$ cat src/rtl/pipelined_alu.sv
// Two-stage ALU: operand latch (S1), then compute into result/flags register (S2).
// Latency: an op accepted at an edge is on out_valid after the following edge.
// Backpressure: the stages shift forward only when downstream has room, so in_ready drops when both are full.
//
// Ports:
//   clk, rst                  clock and asynchronous active-high reset
//   in_valid / in_ready       operation handshake (data_one, data_two, shift, control)
//   out_valid / out_ready     result handshake (result, flags = {Z, V, N})
//   busy                      high while either stage holds a valid entry
module pipelined_alu #(
    parameter int  WIDTH = 16,
    parameter bit  SAT   = 1'b0,
    localparam int SHW   = $clog2(WIDTH)
) (
    input  logic             clk,
    input  logic             rst,
    input  logic             in_valid,
    output logic             in_ready,
    input  logic [WIDTH-1:0] data_one,
    input  logic [WIDTH-1:0] data_two,
    input  logic [SHW-1:0]   shift,
    input  logic [2:0]       control,
    output logic             out_valid,
    input  logic             out_ready,
    output logic [WIDTH-1:0] result,
    output logic [2:0]       flags,
    output logic             busy
);

    localparam logic [2:0] OP_ADD  = 3'b000;
    localparam logic [2:0] OP_SUB  = 3'b001;
    localparam logic [2:0] OP_NAND = 3'b010;
    localparam logic [2:0] OP_XOR  = 3'b011;
    localparam logic [2:0] OP_INC  = 3'b100;
    localparam logic [2:0] OP_SRA  = 3'b101;
    localparam logic [2:0] OP_SRL  = 3'b110;
    localparam logic [2:0] OP_SLL  = 3'b111;

    localparam logic [WIDTH-1:0] MAX_POS = {1'b0, {(WIDTH-1){1'b1}}};
    localparam logic [WIDTH-1:0] MIN_NEG = {1'b1, {(WIDTH-1){1'b0}}};

    // S1: operand/opcode latch
    logic             r_s1_vld;
    logic [WIDTH-1:0] r_s1_a;
    logic [WIDTH-1:0] r_s1_b;
    logic [SHW-1:0]   r_s1_sh;
    logic [2:0]       r_s1_op;

    // S2: result/flags register
    logic             r_s2_vld;
    logic [WIDTH-1:0] r_result;
    logic [2:0]       r_flags;

    logic             w_s1_load;
    logic             w_s2_load;
    logic [WIDTH-1:0] w_addend;
    logic [WIDTH:0]   w_sum;
    logic [WIDTH-1:0] w_diff;
    logic             w_v_add;
    logic             w_v_sub;
    logic [WIDTH-1:0] w_res;
    logic             w_v;
    logic             w_is_shift;
    logic [2:0]       w_flags;

    assign w_s2_load = !r_s2_vld || out_ready;
    assign w_s1_load = !r_s1_vld || w_s2_load;

    assign in_ready  = w_s1_load;
    assign out_valid = r_s2_vld;
    assign result    = r_result;
    assign flags     = r_flags;
    assign busy      = r_s1_vld || r_s2_vld;

    // INC shares the adder with B forced to one.
    assign w_addend = (r_s1_op == OP_INC) ? {{(WIDTH-1){1'b0}}, 1'b1} : r_s1_b;
    assign w_sum    = {1'b0, r_s1_a} + {1'b0, w_addend};
    assign w_diff   = r_s1_a - r_s1_b;

    // Carry into the MSB is recovered from the MSB sum bit and its operands.
    assign w_v_add = w_sum[WIDTH] ^ (w_sum[WIDTH-1] ^ r_s1_a[WIDTH-1] ^ w_addend[WIDTH-1]);
    assign w_v_sub = (r_s1_a[WIDTH-1] != r_s1_b[WIDTH-1]) && (w_diff[WIDTH-1] != r_s1_a[WIDTH-1]);

    assign w_is_shift = (r_s1_op == OP_SRA) || (r_s1_op == OP_SRL) || (r_s1_op == OP_SLL);

    always_comb begin
        w_res   = '0;
        w_v     = 1'b0;
        w_flags = 3'b000;
        case (r_s1_op)
            OP_ADD, OP_INC: begin
                w_res = w_sum[WIDTH-1:0];
                w_v   = w_v_add;
            end
            OP_SUB: begin
                w_res = w_diff;
                w_v   = w_v_sub;
            end
            OP_NAND: w_res = ~(r_s1_a & r_s1_b);
            OP_XOR:  w_res = r_s1_a ^ r_s1_b;
            OP_SRA:  w_res = $signed(r_s1_a) >>> r_s1_sh;
            OP_SRL:  w_res = r_s1_a >> r_s1_sh;
            OP_SLL:  w_res = r_s1_a << r_s1_sh;
            default: w_res = '0;
        endcase

        // Every overflow case (ADD/SUB/INC) has its direction given by A's sign:
        // a positive A can only overflow upward, a negative A only downward.
        if (SAT && w_v) begin
            w_res = r_s1_a[WIDTH-1] ? MIN_NEG : MAX_POS;
        end

        if (r_s1_op == OP_NAND || r_s1_op == OP_XOR) begin
            w_flags = {(w_res == '0), 1'b0, 1'b0};
        end else begin
            w_flags = {(w_res == '0), w_v, w_res[WIDTH-1]};
        end
    end

    always_ff @(posedge clk or posedge rst) begin
        if (rst) begin
            r_s1_vld <= 1'b0;
            r_s1_a   <= '0;
            r_s1_b   <= '0;
            r_s1_sh  <= '0;
            r_s1_op  <= 3'b000;
        end else if (w_s1_load) begin
            r_s1_vld <= in_valid;
            if (in_valid) begin
                r_s1_a  <= data_one;
                r_s1_b  <= data_two;
                r_s1_sh <= shift;
                r_s1_op <= control;
            end
        end
    end

    always_ff @(posedge clk or posedge rst) begin
        if (rst) begin
            r_s2_vld <= 1'b0;
            r_result <= '0;
            r_flags  <= 3'b000;
        end else if (w_s2_load) begin
            r_s2_vld <= r_s1_vld;
            if (r_s1_vld) begin
                r_result <= w_res;
                // Shifts keep the flags of the last completed non-shift op.
                if (!w_is_shift) begin
                    r_flags <= w_flags;
                end
            end
        end
    end

endmodule

$ cat config.mk
export PLATFORM = sky130hd
export DESIGN_NAME = pipelined_alu
export DESIGN_NICKNAME = d
export VERILOG_FILES = /design/src/rtl/pipelined_alu.sv
export SDC_FILE = /design/constraint.sdc
export NUM_CORES = 1
export LEC_CHECK = 0
export ABC_CLOCK_PERIOD_IN_PS = 5100
export BUFFER_PORTS_ARGS = -buffer_cell sky130_fd_sc_hd__clkbuf_2
export CAP_MARGIN = 40
export CORE_AREA = 2 2 122 124
export DETAILED_ROUTE_END_ITERATION = 7
export DIE_AREA = 0 0 124 126
export RECOVER_POWER = 25
export SLEW_MARGIN = 5
export SYNTH_ARGS = -nofsm -noshare
export SYNTH_HDL_FRONTEND = slang
export SYNTH_SLANG_ARGS = --single-unit
$ cat constraint.sdc
create_clock -name clk -period 5.1 [get_ports clk]
set_input_delay 1.02 -clock clk [delete_from_list [all_inputs] [get_ports clk]]
set_output_delay 1.02 -clock clk [all_outputs]
set_load 0.02 [all_outputs]
* Yosys cells after proc, flatten, opt, wreduce, memory -nomap -nowiden
Cells that the tools add are included.
Storage, ports and cells: bits in latches 0, memory bits (read-only) 0, RAM bits 0, word-level logic and storage cells 48, memories kept 0, input bits 43, flip-flop bits (word level) 60, output and inout port bits 22
Operators by class: add/subtract/negate cells 2, multiply operators 0, reduce and logical (&&, ||, !) cells 15, eq/ne operators 9, mux-type cells 4, divide/modulo/power cells 0, shift operators 3, bitwise gates (word level) 7, order comparisons 0
Operator list (number):
- case mux 16 bit (7 select lines) | 1
- adder 16 x 16 -> 17 bit | 1
- AND 16 bit | 1
- zero test 16 bit | 1
- 2-to-1 mux 16 bit | 1
- inverter 16 bit | 1
- << shifter 16 x 4 -> 16 bit | 1
- >> shifter 16 x 4 -> 16 bit | 1
- >>> shifter 16 x 4 -> 16 bit | 1
- subtractor 16 bit | 1
- bitwise XOR 16 bit | 1
- == test 3 bit (second input constant) | 4
- == test 3 x 2 -> 1 bit (second input constant) | 2
- logical OR 1 bit | 6
- AND reduction 2 bit | 2
- == test 3 x 1 -> 1 bit (second input constant) | 1
- zero test 3 bit | 1
- AND reduction 3 bit | 1
- bitwise XOR 1 bit | 3
- zero test 1 bit | 2
- 2-to-1 mux 2 bit | 1
- inequality test 1 bit | 2
- case mux 1 bit (2 select lines) | 1
- OR reduction 2 bit | 1
- 2 further kinds | 2

* Depth between registers and ports, before layout
depth in word-level cells 8, mapped depth 17

* Worst setup path after synthesis
No wires, ideal clock.
path kind register to register, start register r_s1_op[2], end register r_flags[2] (netlist: flags[2]), period minus slack after synthesis 4387 ps, arrival 4296 ps, cell stages (with the launch flop) 17, path buffers 3, setup slack 713 ps, cell sequence dfrtp_1 -> clkbuf_1 -> clkbuf_1 -> inv_1 -> nor2_1 -> clkbuf_1 -> nor2_1 -> fa_1 -> a21o_1 -> a221oi_1 -> o21ai_1 -> a31o_2 -> a211o_1 -> a21oi_1 -> nand4_1 -> or4_1 -> o31ai_2
On the way: word-level cells in the longest chain between the ends 5, elaborated cells on any way between the ends 17, those cells by class add/sub (1); eq/ne (7); mux (2); bitwise (1); reduce/logical (6)
RTL lines:
- start: declaration | RTL line 47 | logic [2:0] r_s1_op;
- start signal: assignment | RTL line 133 | r_s1_op <= control;
- == test 3 bit, on equally long branches | RTL line 76, 90, 84
- 2-to-1 mux 16 bit or logical OR 1 bit (tied branches) | RTL line 76, 84
- adder 16 x 16 -> 17 bit or logical OR 1 bit (tied branches) | RTL line 77, 84
- case mux 16 bit (7 select lines) or inverter 1 bit (tied branches)
- zero test 16 bit or AND reduction 3 bit (tied branches)
- end signal: assignment | RTL line 149 | r_flags <= w_flags;
- end: declaration | RTL line 52 | logic [2:0] r_flags;
Several ways; a longest one is shown, not always the timed one. A chain may end at the register's enable or synchronous reset.

* Worst setup path in the final report
start register r_s1_op[1], end register r_flags[2] (netlist: flags[2])
Same word-level chain as after synthesis.

==> flow_metrics.env <==
export IMPL_core_rowCount=44
export IMPL_ys_ff_latch=60
export IMPL_required_ns=5.36
export IMPL_synth_cell_types=77
export IMPL_drive_above_1_share_pct=23.7
export IMPL_regArea_sq_um=1500
export IMPL_rsz0062_at_grt="false"
export IMPL_async_flop_share_pct=100
export IMPL_drtPass1Iterations=5
export IMPL_power_frac_comb_pct=56.0
export IMPL_yosysSeqAreaShare_pct=23.7
export IMPL_die_h_microns=126
export IMPL_io_pins=65
export IMPL_synth_area_sq_um=6340
export IMPL_drcViolationCount=0
export IMPL_maxCapViolations=1
export IMPL_fin_setup_tns_ns=0
export IMPL_synth_nets=807
export IMPL_cts_tree="yes"
export IMPL_grt_max_degree=61
export IMPL_start_util_pct=44.3
export IMPL_final_util_pct=49.7
export IMPL_switchingPower_mw=1.36
export IMPL_final_period_utilization_pct=90.6
export IMPL_die_area_sq_um=15600
export IMPL_wl_microns=20700
export IMPL_max_freq_ghz=0.216
export IMPL_fin_crit_ns=4.62
export IMPL_place_area_sq_um=6830
export IMPL_peakVddDrop_uv=205
export IMPL_postCtsSetupBuffers=0
export IMPL_clkLatencyLatePin_ns=0.35
export IMPL_synth_top_area_cell="dfrtp_1"
export IMPL_path_clk_slew_ns=0.05
export IMPL_fin_area_sq_um=7110
export IMPL_leakagePower_nw=3.13
export IMPL_clockBufferDepth=2
export IMPL_p_seq_share_pct=24.6
export IMPL_setup_worst_path_end_class="flop"
export IMPL_cts_htree_levels=3
export IMPL_run_status="complete, but fails checks"
export IMPL_hold_violations=0
export IMPL_dp_hpwl_microns=15700
export IMPL_finClkSkew_ns=0.00549
export IMPL_diodes=0
export IMPL_final_common_cell="clkbuf_2"
export IMPL_layout_common_cells="clkbuf_2, nand2_1, dfrtp_1"
export IMPL_cts_made_buffers=9
export IMPL_track_usage_pct=27.6
export IMPL_gr_total_overflow=0
export IMPL_switching_share_pct=45.7
export IMPL_min_path_cells=2
export IMPL_synthTopCellsByArea="dfrtp_1, ha_1, mux2_2"
export IMPL_relSlewSlack_pct=-118
export IMPL_multi_input_area_sq_um=4520
export IMPL_violations="capacitance limit, slew limit"
export IMPL_die_x_microns=124
export IMPL_tightest_slew_ns=3.27
export IMPL_clockPowerShare_pct=19.4
export IMPL_drv_slew=61
export IMPL_min_path_type="flop to flop"
export IMPL_clock_tree_root_cell="clkbuf_16"
export IMPL_critPathLaunchType="flop"
export IMPL_synth_enable_flop_cells=0
export IMPL_crit_type="flop to flop"
export IMPL_ctsHoldBuffers=0
export IMPL_cellPowerDensity_nw_per_um2=419
export IMPL_grt_pass1_vias=5749
export IMPL_setup_violations=0
export IMPL_cts_resized=0
export IMPL_fin_nets=854
export IMPL_ys_warn_count=0
export IMPL_synth_top_cell_area_share_pct=23.7
export IMPL_core_area_sq_um=14300
export IMPL_n_fill_cell=1388
export IMPL_post_drt_via_cell_ratio=6.31
export IMPL_syn_area_per_cell_sq_um=8.86
export IMPL_port_buffers=64
export IMPL_vias=6005
export IMPL_syn_to_final_growth_pct=12.2
export IMPL_gp_congestion=1.03
export IMPL_cts_sinks=60
export IMPL_post_drt_wl_per_cell_microns=21.7
export IMPL_whs_ns=0.478
export IMPL_cp_arrival_ns=4.88
export IMPL_grt_pass1_wl_microns=32700
export IMPL_detail_route_antenna_nets=0
export IMPL_synth_cells=715
export IMPL_p_int_mw=1.62
export IMPL_rr_worst_depth=14
export IMPL_path_max_fanout=7
export IMPL_antenna_found_initial=0
export IMPL_synth_ff_type="dfrtp_1"
export IMPL_drt_iter0_drc=502
## per-stage QoR
stage	worst slack (ns)	power (mW)	std cells
final	0.479	2.98	951
after global routing	0.262	3.19	951
after detailed placement	0.547	2.38	935
after CTS	0.508	2.97	951
after global placement	0.690	2.37	934
after floorplan	0.713	1.91	715
## worst max-delay path, cell delays in order, from the launching register on
cell and delay, ns:
dfrtp_1 0.37, or2_2 0.31, nor2_1 0.51, buf_4 0.24, nor2_1 0.05, ha_1 0.37
nand2_1 0.09, a2111oi_0 0.68, o2111ai_1 0.27, a21boi_1 0.22, mux2i_1 0.11, nor4_1 0.41
nand4_1 0.17, or4_1 0.55, o31ai_2 0.18
## layer usage
| metal | track usage (%) | part of all wire (%) | wire (microns) |
|---|---|---|---|
| met4 | 10.1 | 2.7 | 549 |
| met3 | 3.76 | 7.6 | 1570 |
| met2 | 43.0 | 46 | 9610 |
| met1 | 38.8 | 43 | 8950 |
| met5 | 0 | 0 | 0 |
## power groups by stage
stage	combinational (mW)	sequential [mW]	clock, mW
2_1_floorplan	1.15	0.758	0
3_3_place_gp	1.64	0.735	0
3_5_place_dp	1.64	0.741	0
4_1_cts	1.65	0.732	0.589
5_1_grt	1.83	0.754	0.607
6_report	1.67	0.734	0.579
## flip-flops by register name, summed over array words and instances, names as in the netlist
signal / cells
r_s1_b: 16
r_s1_a: 16
r_s1_sh: 4
result: 16
flags: 3
r_s1_vld: 1
r_s1_op: 3
out_valid: 1
## cells by family after synthesis
family                   count (synthesis)  synth area share, %
XOR/XNOR                                20                 2.98
flip-flops                              60                 23.7
AO/OA/AOI/OAI                          186                 20.2
adder cells (fa/ha/maj)                 49                 9.91
AND/OR/NAND/NOR                        219                 17.2
buffers and inverters                   76                 4.98
multiplexers                           105                 21.1
## final timing paths
check	endpoint	slack, ns	start
max in group asynchronous	r_s1_sh[0]$_DFFE_PP0P_	1.13	rst
hold / removal	result[9]$_DFFE_PP0P_	0.48	result[9]$_DFFE_PP0P_
setup / recovery	flags[2]$_DFFE_PP0P_	0.48	r_s1_op[1]$_DFFE_PP0P_
setup reg to reg	flags[2]$_DFFE_PP0P_	0.48	r_s1_op[1]$_DFFE_PP0P_
min in group asynchronous	r_s1_a[13]$_DFFE_PP0P_	1.90	rst
hold reg to reg	result[9]$_DFFE_PP0P_	0.48	result[9]$_DFFE_PP0P_
## synth_stat cells (7+ instances only)
cell and number:
o21ai_0 31, clkbuf_1 31, ha_1 47, nand2b_1 11
nor3_1 13, xor2_1 7, nand4_1 7, dfrtp_1 60
a21oi_1 39, xnor2_1 12, a21o_1 10, and2_1 7
o22ai_1 7, nand3_1 17, o211ai_1 8, mux2i_1 30
inv_1 30, a211oi_1 10, mux2_2 51, mux4_2 16
nor2_1 53, nand2_1 64, a31oi_1 8
## cell type report
cell class / instances / area share, %
flip-flops and latches: 60 / 21.1
multi-input cells: 579 / 63.6
well taps: 184 / 3.24
clock inverters: 6 / 0.563
repair buffers: 81 / 6.42
inverters: 31 / 1.64
clock buffers: 10 / 3.36
Power figures use the tool's default switching activity.
